$ cat src/rtl/vending_controller.sv
// vending_controller
//   Coin-operated vend controller. Credit is kept in nickel units. When the
//   credit reaches PRICE, the controller dispenses one product. Any remainder
//   is then paid back as change over several cycles, dimes first and then at
//   most one nickel. It also handles cancel/refund, a sold-out inhibit, a
//   credit ceiling with coin rejection, and a busy flag for the acceptor.
//
// Ports
//   clk            clock, rising edge
//   reset          synchronous, active-high
//   nickel         one-cycle pulse, coin worth 1 unit
//   dime           one-cycle pulse, coin worth 2 units
//   quarter        one-cycle pulse, coin worth 5 units
//   cancel         one-cycle pulse, refund request
//   sold_out       level, blocks vending and coin acceptance
//   product        registered one-cycle dispense pulse
//   change_dime    registered one-cycle pulse, return one dime
//   change_nickel  registered one-cycle pulse, return one nickel
//   coin_reject    registered one-cycle pulse, coin returned uncredited
//   busy           registered, high while change is being paid out
//   credit         current credit in nickel units
module vending_controller #(
    parameter int PRICE      = 3,
    parameter int MAX_CREDIT = 20,
    parameter int CREDIT_W   = 5
) (
    input  logic                clk,
    input  logic                reset,
    input  logic                nickel,
    input  logic                dime,
    input  logic                quarter,
    input  logic                cancel,
    input  logic                sold_out,
    output logic                product,
    output logic                change_dime,
    output logic                change_nickel,
    output logic                coin_reject,
    output logic                busy,
    output logic [CREDIT_W-1:0] credit
);

    typedef enum logic {IDLE, CHANGE} state_t;

    // One extra bit so that credit + coin can never wrap before the ceiling test.
    localparam logic [CREDIT_W:0] PRICE_X = (CREDIT_W+1)'(PRICE);
    localparam logic [CREDIT_W:0] MAX_X   = (CREDIT_W+1)'(MAX_CREDIT);

    state_t              state, state_next;
    logic [CREDIT_W-1:0] credit_next;
    logic                product_next, change_dime_next, change_nickel_next;
    logic                coin_reject_next, busy_next;

    logic                any_coin;
    logic [1:0]          coin_count;
    logic [2:0]          coin_value;
    logic [CREDIT_W:0]   credit_x, coin_sum, vend_left;

    assign any_coin   = nickel | dime | quarter;
    assign coin_count = {1'b0, nickel} + {1'b0, dime} + {1'b0, quarter};
    assign credit_x   = {1'b0, credit};
    assign coin_sum   = credit_x + (CREDIT_W+1)'(coin_value);
    assign vend_left  = credit_x - PRICE_X;

    // The value only matters when exactly one coin line is high.
    always_comb begin
        coin_value = 3'd0;
        if (quarter)
            coin_value = 3'd5;
        else if (dime)
            coin_value = 3'd2;
        else if (nickel)
            coin_value = 3'd1;
    end

    always_comb begin
        state_next         = state;
        credit_next        = credit;
        product_next       = 1'b0;
        change_dime_next   = 1'b0;
        change_nickel_next = 1'b0;
        coin_reject_next   = 1'b0;
        busy_next          = 1'b0;

        case (state)
            IDLE: begin
                if (cancel) begin
                    coin_reject_next = any_coin;
                    if (credit != '0) begin
                        state_next = CHANGE;
                        busy_next  = 1'b1;
                    end
                end else if (credit_x >= PRICE_X && !sold_out) begin
                    product_next     = 1'b1;
                    coin_reject_next = any_coin;
                    credit_next      = vend_left[CREDIT_W-1:0];
                    if (vend_left != '0) begin
                        state_next = CHANGE;
                        busy_next  = 1'b1;
                    end
                end else if (any_coin) begin
                    if (coin_count > 2'd1 || sold_out || coin_sum > MAX_X)
                        coin_reject_next = 1'b1;
                    else
                        credit_next = coin_sum[CREDIT_W-1:0];
                end
            end

            CHANGE: begin
                // Cancel is ignored here. Coins are always bounced.
                coin_reject_next = any_coin;
                if (credit >= CREDIT_W'(2)) begin
                    change_dime_next = 1'b1;
                    credit_next      = credit - CREDIT_W'(2);
                end else if (credit != '0) begin
                    change_nickel_next = 1'b1;
                    credit_next        = '0;
                end
                // Busy drops on the same edge that the last coin of change goes out.
                if (credit_next == '0)
                    state_next = IDLE;
                else
                    busy_next = 1'b1;
            end

            default: state_next = IDLE;
        endcase
    end

    always_ff @(posedge clk) begin
        if (reset) begin
            state         <= IDLE;
            credit        <= '0;
            product       <= 1'b0;
            change_dime   <= 1'b0;
            change_nickel <= 1'b0;
            coin_reject   <= 1'b0;
            busy          <= 1'b0;
        end else begin
            state         <= state_next;
            credit        <= credit_next;
            product       <= product_next;
            change_dime   <= change_dime_next;
            change_nickel <= change_nickel_next;
            coin_reject   <= coin_reject_next;
            busy          <= busy_next;
        end
    end

endmodule

$ cat config.mk
export PLATFORM = sky130hd
export DESIGN_NAME = vending_controller
export DESIGN_NICKNAME = d
export VERILOG_FILES = /design/src/rtl/vending_controller.sv
export SDC_FILE = /design/constraint.sdc
export NUM_CORES = 1
export LEC_CHECK = 0
export ABC_AREA = 1
export CORE_MARGIN = 2
export CORE_UTILIZATION = 40
export CTS_BUF_LIST = sky130_fd_sc_hd__clkbuf_2 sky130_fd_sc_hd__clkbuf_4 sky130_fd_sc_hd__clkbuf_8
export DETAILED_ROUTE_END_ITERATION = 7
export GPL_TIMING_DRIVEN = 0
export HOLD_SLACK_MARGIN = 0.02
export MAX_ROUTING_LAYER = met4
export PLACE_DENSITY = 0.59
export SYNTH_ARGS = -nofsm -noshare
export SYNTH_HDL_FRONTEND = slang
export SYNTH_SLANG_ARGS = --single-unit
$ cat constraint.sdc
create_clock -name clk -period 2.49 [get_ports clk]
set_input_delay 0.249 -clock clk [delete_from_list [all_inputs] [get_ports clk]]
set_output_delay 0.249 -clock clk [all_outputs]
set_load 0.02 [all_outputs]
Word level (Yosys, flattened, before mapping)

Index checks and enable logic that the tools add are counted.

Magnitude comparators: 4
Add/sub/neg operators: 5
Shift-type cells: 0
Bitwise gates (word level): 3
Equality and inequality tests: 3
Reductions and logical operators: 11
Multiply operators: 0
Div/mod/pow operators: 0
Multiplexer cells: 24

Operator list:

| kind                                                               | number |
|---|---|
| two-way mux 5 bit                                                  | 7 |
| two-way mux 1 bit                                                  | 12 |
| greater-or-equal comparator 5 x 2 -> 1 bit (second input constant) | 2 |
| case mux 5 bit (2 select lines)                                    | 1 |
| adder 5 x 3 -> 6 bit                                               | 1 |
| greater-than comparator 6 x 5 -> 1 bit (second input constant)     | 1 |
| != test 3 bit (second input constant)                              | 2 |
| nonzero test 6 bit                                                 | 1 |
| OR reduction 3 bit                                                 | 2 |
| subtractor 5 x 2 -> 6 bit (second input constant)                  | 1 |
| logical NOT 5 bit                                                  | 1 |
| nonzero test 5 bit                                                 | 1 |
| subtractor 5 x 2 -> 5 bit (second input constant)                  | 1 |
| case mux 1 bit (2 select lines)                                    | 2 |
| two-way mux 3 bit                                                  | 1 |
| AND reduction 3 bit                                                | 1 |
| adder 1 x 1 -> 2 bit                                               | 1 |
| adder 2 x 1 -> 2 bit                                               | 1 |
| greater-than comparator 2 x 1 -> 1 bit (second input constant)     | 1 |
| logical OR 1 bit                                                   | 2 |
| two-way mux 2 bit                                                  | 1 |
| != test 2 bit (second input constant)                              | 1 |
| bitwise OR 1 bit                                                   | 2 |
| OR reduction 2 bit                                                 | 1 |
| other kinds (3)                                                    | 3 |

Register bits after elaboration: 10
Memories: 0
RAM bits: 0
Bits in read-only memories: 0
Output and inout bits: 10
Logic and storage cells: 56
Latch bits: 0
Input bits: 7

Longest topological paths before layout

Gate-level depths: netlist (run 1).

Word-level depth: 11
Depth in mapped cells: 17
Depth with buffers taken out: 17

Worst setup path before layout (run 1)

OpenSTA, ideal clock, no wires.

Path kind: flip-flop to flip-flop
Start point: register credit[0]
End point: register credit[2]
Cell stages (with the launch flop): 13
Setup time: 0.111 ns
Setup slack: 0.459 ns
Data required time: 2.379 ns
Data arrival time: 1.921 ns
Path buffers: 0
Clock period less this slack: 2.031 ns
Cell sequence: dfxtp_1 > ha_1 > inv_1 > fa_1 > inv_1 > nand3_1 > nand3_1 > nand2_1 > nand2_2 > nand3_4 > nand2_2 > and2_4 > nor2_2

Cells in the longest elaborated chain, start to end: 6
Elaborated cells between the ends (all ways): 20
Those cells by class: 3 x add/sub; 3 x order compare; 2 x eq/ne; 8 x mux; 4 x reduce/logical

Ends and longest elaborated chain:

| what                                                                         | line | RTL |
|---|---|---|
| start: declaration                                                           | 39   | `output logic [CREDIT_W-1:0] credit` |
| start signal: assignment                                                     | 140  | `credit <= credit_next;` |
| parallel branches: the longest is 6 deep, another holds adder 5 x 3 -> 6 bit | --   |  |

Parallel ways; which one is timed is not known. The select of a mux whose other input is x is not followed.
A chain may end at the register's enable or synchronous reset.

Final worst setup path (run 1)

Start point: input port dime
End point: register credit[2]

Cells in the longest elaborated chain, start to end: 8
Elaborated cells between the ends (all ways): 19
Those cells by class: 3 x add/sub; 2 x order compare; 2 x eq/ne; 7 x mux; 2 x bitwise; 3 x reduce/logical

Ends and longest elaborated chain:

| what                                                                         | line | RTL |
|---|---|---|
| start: declaration                                                           | 30   | `input logic dime,` |
| parallel branches: the longest is 8 deep, another holds adder 5 x 3 -> 6 bit | --   |  |

Parallel ways; which one is timed is not known. The select of a mux whose other input is x is not followed.

==> flow_metrics.py, run 1 <==
metrics = {
    "outcome": {
        "status": "finished clean",
    },
    "sta": {
        "hold_viol": 0,
        "fmax_mhz": 432,
        "hold_ws_ns": 0.479,
        "post-route-min-period_ns": 2.32,
        "post-route-period-util_pct": 93.0,
        "maxSlewHeadroom_pct": 76.0,
        "setup_viol": 0,
        "finalMaxSlewViolations": 0,
        "layout_setup_ws_ns": 0.174,
        "skew_ns": 0.000396,
        "worst_pin_slew_ns": 0.358,
    },
    "floorplan": {
        "dieHeight_um": 54.0,
        "start_util_pct": 41.2,
        "coreArea_um2": 2430,
        "io-pin-count": 17,
        "die_x_um": 54.0,
        "dieArea_um2": 2920,
        "rows": 18,
    },
    "critical_path": {
        "critPathArrivalTime_ns": 2.48,
        "cp_data_required_time_ns": 2.66,
        "worst-path-buf-inv": 4,
        "reg2reg_from": "credit[1]$_SDFFE_PP0P_",
        "reg2reg_to": "credit[2]$_SDFFE_PP0P_",
        "crit_type": "input pin to register",
        "path_cells": "clkdlybuf4s50_1 > inv_1 > nor2_1 > nor2_1 > ha_2 > inv_1 > fa_1 > inv_1 > nand3_1 > nand3_1 > nand2_1 > nand2_2 > nand3_4 > nand2_2 > and2_4 > nor2_2",
        "startpoint_type": "input pin",
        "end_kind": "register",
        "cp_max_fo": 8,
        "reg2reg_slack_ns": 0.38,
        "slowest_delay_ns": 0.44,
        "cp_top_family": "simple AND/OR/NAND/NOR gates",
        "cpMostUsedCell": "inv_1",
        "slowest_stage": "clkdlybuf4s50_1",
        "reg2reg_depth": 11,
    },
    "logic_synthesis": {
        "ys_seq_area_share_pct": 20.0,
        "synth_top_family_by_area": "simple AND/OR/NAND/NOR gates",
        "synth-main-ff-cell": "dfxtp_1",
        "synth_top_cell_by_area": "dfxtp_1",
        "synth-edff-count": 0,
        "synth_common_cells": "nand2_1 (37), nor2_1 (18), inv_1 (17)",
        "syn_avg_cell_area_um2": 6.38,
        "synth_top_area_share_pct": 20.0,
        "synth-compound-area-share_pct": 12.1,
        "synth-seq-cells": 10,
        "synthXorXnorAreaFrac_pct": 2.62,
        "synthMuxAreaShare_pct": 0,
        "netlist_instances": 157,
        "synthAdderAreaFrac_pct": 13.3,
        "synthSimpleGateAreaFrac_pct": 41.8,
        "ys_warn_count": 0,
        "syn_area_um2": 1000,
        "yosysMostFrequentCell": "nand2_1",
        "ys_top_cells_by_area": "dfxtp_1 (20%), nand2_1 (14%), ha_1 (11%), nand3_1 (8.0%), nor2_1 (6.8%)",
        "async_flop_share_pct": 0,
        "synth_cell_type_count": 29,
        "syn_nets": 174,
    },
    "finish": {
        "utilization_pct": 51.3,
        "multi_input_area_um2": 701,
        "layout.nets": 196,
        "seq_area_um2": 200,
        "n_antenna_cell": 0,
        "drive_above_1_share_pct": 14.0,
        "final_cell_area_um2": 1250,
        "n_fill_cell": 245,
        "areaGrowthSynthToFinish_pct": 24.6,
    },
    "clock_network": {
        "cts_tree": "built",
        "clock_latency_ns": 0.27,
        "clock_sinks": 10,
        "clk_pin_slew_worst_paths_ns": 0.07,
        "cts_root_buf": "clkbuf_4",
        "ctsHtreeMaxLevel": 1,
        "clockBufferDepth": 2,
        "numCtsBuffers": 3,
    },
    "detailed_routing": {
        "drt-total-wl_um": 2390,
        "drt_first_pass_iters": 4,
        "wl_per_cell_um": 11.5,
        "num_vias": 1041,
        "drt_iter0_markers": 18,
        "postRouteAntennaNets": 0,
        "drc": 0,
        "via_per_inst": 5.00,
    },
    "grt": {
        "grt_pass1_vias": 947,
        "antenna_found_initial": 0,
        "grt_max_degree": 11,
        "grt_pass1_wl_um": 4070,
        "grtUsageTotal_pct": 19.9,
        "grt_overflow": 0,
    },
    "power": {
        "leakage_nw": 0.623,
        "sequentialPowerShare_pct": 17.4,
        "switching_share_pct": 53.0,
        "power_switching_mw": 0.930,
        "ir_drop_v": 0.000830,
        "combPwrFrac_pct": 74.3,
        "powerDensity_nw_per_um2": 1410,
        "p_clk_share_pct": 8.3,
        "internal_power_mw": 0.825,
        "p_total_mw": 1.75,
    },
    "place": {
        "dp_slack_ns": -0.178,
        "placed_area_um2": 1200,
        "place_hpwl_um": 1910,
        "io_buffers": 16,
        "gp_congestion": 0.890,
    },
    "hold_path": {
        "hp-class": "input pin to register",
        "hold_path_end": "coin_reject$_SDFF_PP0_",
        "hold_depth": 5,
        "worstHoldStart": "quarter",
    },
    "job": {
        "max_cap_violations": 0,
    },
}
cell usage in the layout (no fill, tap or decap), types with 2 or more instances in the layout:
cell type / count
a21oi_1: 7
clkbuf_4: 3
clkdlybuf4s50_1: 15
dfxtp_1: 10
ha_1: 8
inv_1: 17
inv_2: 6
nand2_1: 37
nand2_2: 2
nand3_1: 16
nand3_2: 2
nor2_1: 18
nor2_4: 2
nor3_1: 4
o21ai_0: 2
o21ai_1: 9
xor2_1: 2
per-stage QoR:
step | std cells | setup TNS [ns]
2_1_floorplan | 157 | 0
3_3_place_gp | 203 | -0.736
3_5_place_dp | 203 | -0.688
4_1_cts | 207 | 0
5_1_grt | 208 | -0.0128
6_report | 208 | 0
cells by family after synthesis:
| family | Yosys count |
|---|---|
| adder cells (fa/ha/maj) | 10 |
| flip-flops | 10 |
| XOR/XNOR | 3 |
| buffers and inverters | 25 |
| AND/OR/NAND/NOR | 87 |
| AO/OA/AOI/OAI | 22 |
repair_timing:
| item | in CTS | in global routing |
|---|---|---|
| setup endpoints to repair | 0 | 5 |
| setup buffers | 0 | 1 |
| resized for setup | 0 | 2 |
| hold buffers | 0 | 0 |
registers in the layout, summed over array words and instances, names as in the netlist:
signal	flops
coin_reject	1
credit	5
change_dime	1
change_nickel	1
state	1
product	1
layer usage:
layer	part of all wire (%)	global-route usage [%]	vias up
li1	-	-	557
met1	51	25.9	462
met2	46	31.7	22
met3	3.6	6.11	0
met4	0	1.25	0
met5	0	-	-
worst max-delay path by stage:
| stage | start | end | slack, ns | depth (start not counted) |
|---|---|---|---|---|
| 3_5_place_dp | quarter | credit[2]$_SDFFE_PP0P_ | -0.18 | 15 |
| 5_1_grt | dime | credit[2]$_SDFFE_PP0P_ | -0.008 | 16 |
| 2_1_floorplan | credit[0]$_SDFFE_PP0P_ | credit[2]$_SDFFE_PP0P_ | 0.46 | 12 |
| 6_report | dime | credit[2]$_SDFFE_PP0P_ | 0.17 | 16 |
| 3_3_place_gp | quarter | credit[2]$_SDFFE_PP0P_ | -0.18 | 15 |
| 4_1_cts | quarter | credit[2]$_SDFFE_PP0P_ | 0.1 | 15 |
layout make-up:
class | count | area share [%]
Buffer | 2 | 1.30
Clock buffer | 4 | 2.91
Inverter | 23 | 6.92
Tap cell | 30 | 3.01
Sequential cell | 10 | 16.0
Timing Repair Buffer | 17 | 13.6
Multi-Input combinational cell | 122 | 56.2
tightest hold or removal path, cell delays in order:
cell	delay [ns]
dlymetal6s2s_1	0.17
nor3_1	0.11
nor2_1	0.09
nand2_1	0.06
inv_1	0.04
power by group through the flow:
stage	sequential (mW)	clock, mW	combinational [mW]
2_1_floorplan	0.362	0	0.904
3_3_place_gp	0.307	0	1.29
3_5_place_dp	0.310	0	1.29
4_1_cts	0.306	0.153	1.29
5_1_grt	0.317	0.159	1.48
6_report	0.305	0.146	1.30
Power figures use the tool's default switching activity.
==> inputs of run 2 (changes only) <==
Settings changed: CTS_BUF_LIST sky130_fd_sc_hd__clkbuf_2 sky130_fd_sc_hd__clkbuf_4 sky130_fd_sc_hd__clkbuf_8 to sky130_fd_sc_hd__clkbuf_8 sky130_fd_sc_hd__clkbuf_16.
==> run 2 against run 1 <==
Compared with the run above: sequential share of layout area decreased by 0.27 points; flip-flop and latch count did not move; global-route usage down 0.24 points; maximum frequency hardly changed; power up 3.4%; count of clock-buffer cells in the layout unchanged; first-iteration DRC count is 5.6% lower; critical path depth down 1; non-clock buffer count unchanged; routed wire length rose by 0.84%; critical endpoint unchanged.
==> flow_metrics.py, run 2 (same netlist as run 1, synthesis figures left out) <==
metrics = {
    "grt": {
        "grt_pass1_wl_um": 4070,
        "grtUsageTotal_pct": 19.7,
        "grt_pass1_vias": 942,
        "grt_max_degree": 11,
        "antenna_found_initial": 0,
        "grt_overflow": 0,
    },
    "place": {
        "dp_slack_ns": -0.178,
        "placed_area_um2": 1200,
        "gp_congestion": 0.890,
        "place_hpwl_um": 1910,
        "io_buffers": 16,
        "dp_cells": 203,
    },
    "sta": {
        "worst_pin_slew_ns": 0.358,
        "fmax_mhz": 432,
        "post-route-min-period_ns": 2.32,
        "hold_viol": 0,
        "maxSlewHeadroom_pct": 76.0,
        "setup_viol": 0,
        "fin_setup_tns_ns": 0,
        "hold_ws_ns": 0.516,
        "post-route-period-util_pct": 93.0,
        "skew_ns": 0.00161,
        "layout_setup_ws_ns": 0.175,
        "finalMaxSlewViolations": 0,
    },
    "clock_network": {
        "hold_buffers": 0,
        "cts_root_buf": "clkbuf_8",
        "cts_tree": "built",
        "clockBufferDepth": 2,
        "clock_latency_ns": 0.23,
        "clk_pin_slew_worst_paths_ns": 0.05,
        "ctsHtreeMaxLevel": 1,
        "clock_sinks": 10,
        "numCtsBuffers": 3,
    },
    "finish": {
        "areaGrowthSynthToFinish_pct": 26.8,
        "utilization_pct": 52.2,
        "final_cell_area_um2": 1270,
        "layout_common_cells": "nand2_1 (37), nor2_1 (18), inv_1 (17), nand3_1 (16), clkdlybuf4s50_1 (15)",
        "n_antenna_cell": 0,
        "layout_commonest_cell": "nand2_1",
        "layout.nets": 196,
        "largest_reg_flops": 5,
        "final_cells": 208,
        "n_fill_cell": 246,
        "regMostFlops": "credit",
        "drive_above_1_share_pct": 14.6,
    },
    "critical_path": {
        "cp_max_fo": 8,
        "cp_data_required_time_ns": 2.66,
        "end_kind": "register",
        "slowest_stage": "clkdlybuf4s50_1",
        "cpMostUsedCell": "nand2_1",
        "critPathArrivalTime_ns": 2.49,
        "crit_type": "input pin to register",
        "reg2reg_slack_ns": 0.40,
        "startpoint_type": "input pin",
        "path_cells": "clkdlybuf4s50_1 > inv_1 > nor2_1 > nor2_1 > ha_2 > inv_1 > fa_2 > nand2_1 > nand2_1 > nand2_1 > nand2_2 > nand3_4 > nand2_2 > and2_4 > nor2_2",
        "slowest_delay_ns": 0.50,
    },
    "detailed_routing": {
        "num_vias": 1049,
        "met2_length_um": 1110,
        "wl_met1_um": 1230,
        "wl_per_cell_um": 11.6,
        "via_per_inst": 5.04,
        "drt-total-wl_um": 2410,
        "wl_met3_um": 76,
        "postRouteAntennaNets": 0,
        "drt_iter0_markers": 17,
        "routed.top_layer": "met3",
        "drc": 0,
        "drt_first_pass_iters": 4,
    },
    "power": {
        "powerDensity_nw_per_um2": 1430,
        "ir_drop_v": 0.000718,
        "leakage_nw": 0.631,
        "p_total_mw": 1.82,
    },
    "floorplan": {
        "dieArea_um2": 2920,
        "dieHeight_um": 54.0,
        "die_x_um": 54.0,
        "io-pin-count": 17,
        "start_util_pct": 41.2,
        "coreArea_um2": 2430,
        "rows": 18,
    },
    "outcome": {
        "status": "finished clean",
    },
    "hold_path": {
        "hp-class": "input pin to register",
    },
    "job": {
        "max_cap_violations": 0,
    },
}
[run 2: what timing repair did]
item	CTS	global route
setup buffers	0	1
endpoints found under the setup margin	0	5
gates resized for setup	0	3
[run 2: worst paths after layout]
kind	startpoint	to	depth (start not counted)
worst max-delay path	dime	credit[2]$_SDFFE_PP0P_	15
worst min-delay path	quarter	coin_reject$_SDFF_PP0_	5
worst max register to register	credit[1]$_SDFFE_PP0P_	credit[2]$_SDFFE_PP0P_	10
worst min register to register	credit[4]$_SDFFE_PP0P_	credit[4]$_SDFFE_PP0P_	2
[run 2: critical path, delay by kind of cell]
family        cells  cell delay [ns]
simple gates     10             0.98
buf+inv           3             0.63
fa+ha+maj         2             0.63
[run 2: layout make-up]
cell class,instances,area [µm²],share of cell area (%)
repair buffers,17,170,13.4
clock buffers,4,55.1,4.34
plain buffers,2,16.3,1.28
inverters,23,86.3,6.80
multi-input cells,122,703,55.4
flip-flops and latches,10,200,15.8
well taps,30,37.5,2.96
[run 2: per-layer routing]
metal  vias up  global-route usage [%]
li1        557                       -
met1       472                    26.2
met2        20                    31.7
met3         0                    5.28
met4         0                       0
met5         -                       -
[run 2: power by group]
part	switching [mW]	internal, mW	leakage, nW
Sequential	0.0862	0.220	0.0827
Combinational	0.790	0.519	0.519
Clock	0.0614	0.139	0.0288
==> inputs of run 3 (changes only) <==
Settings changed: SLEW_MARGIN from default to 10.
==> results of run 3 <==
Same layout as run 2: the final DEF is identical, and so are final timing and power.
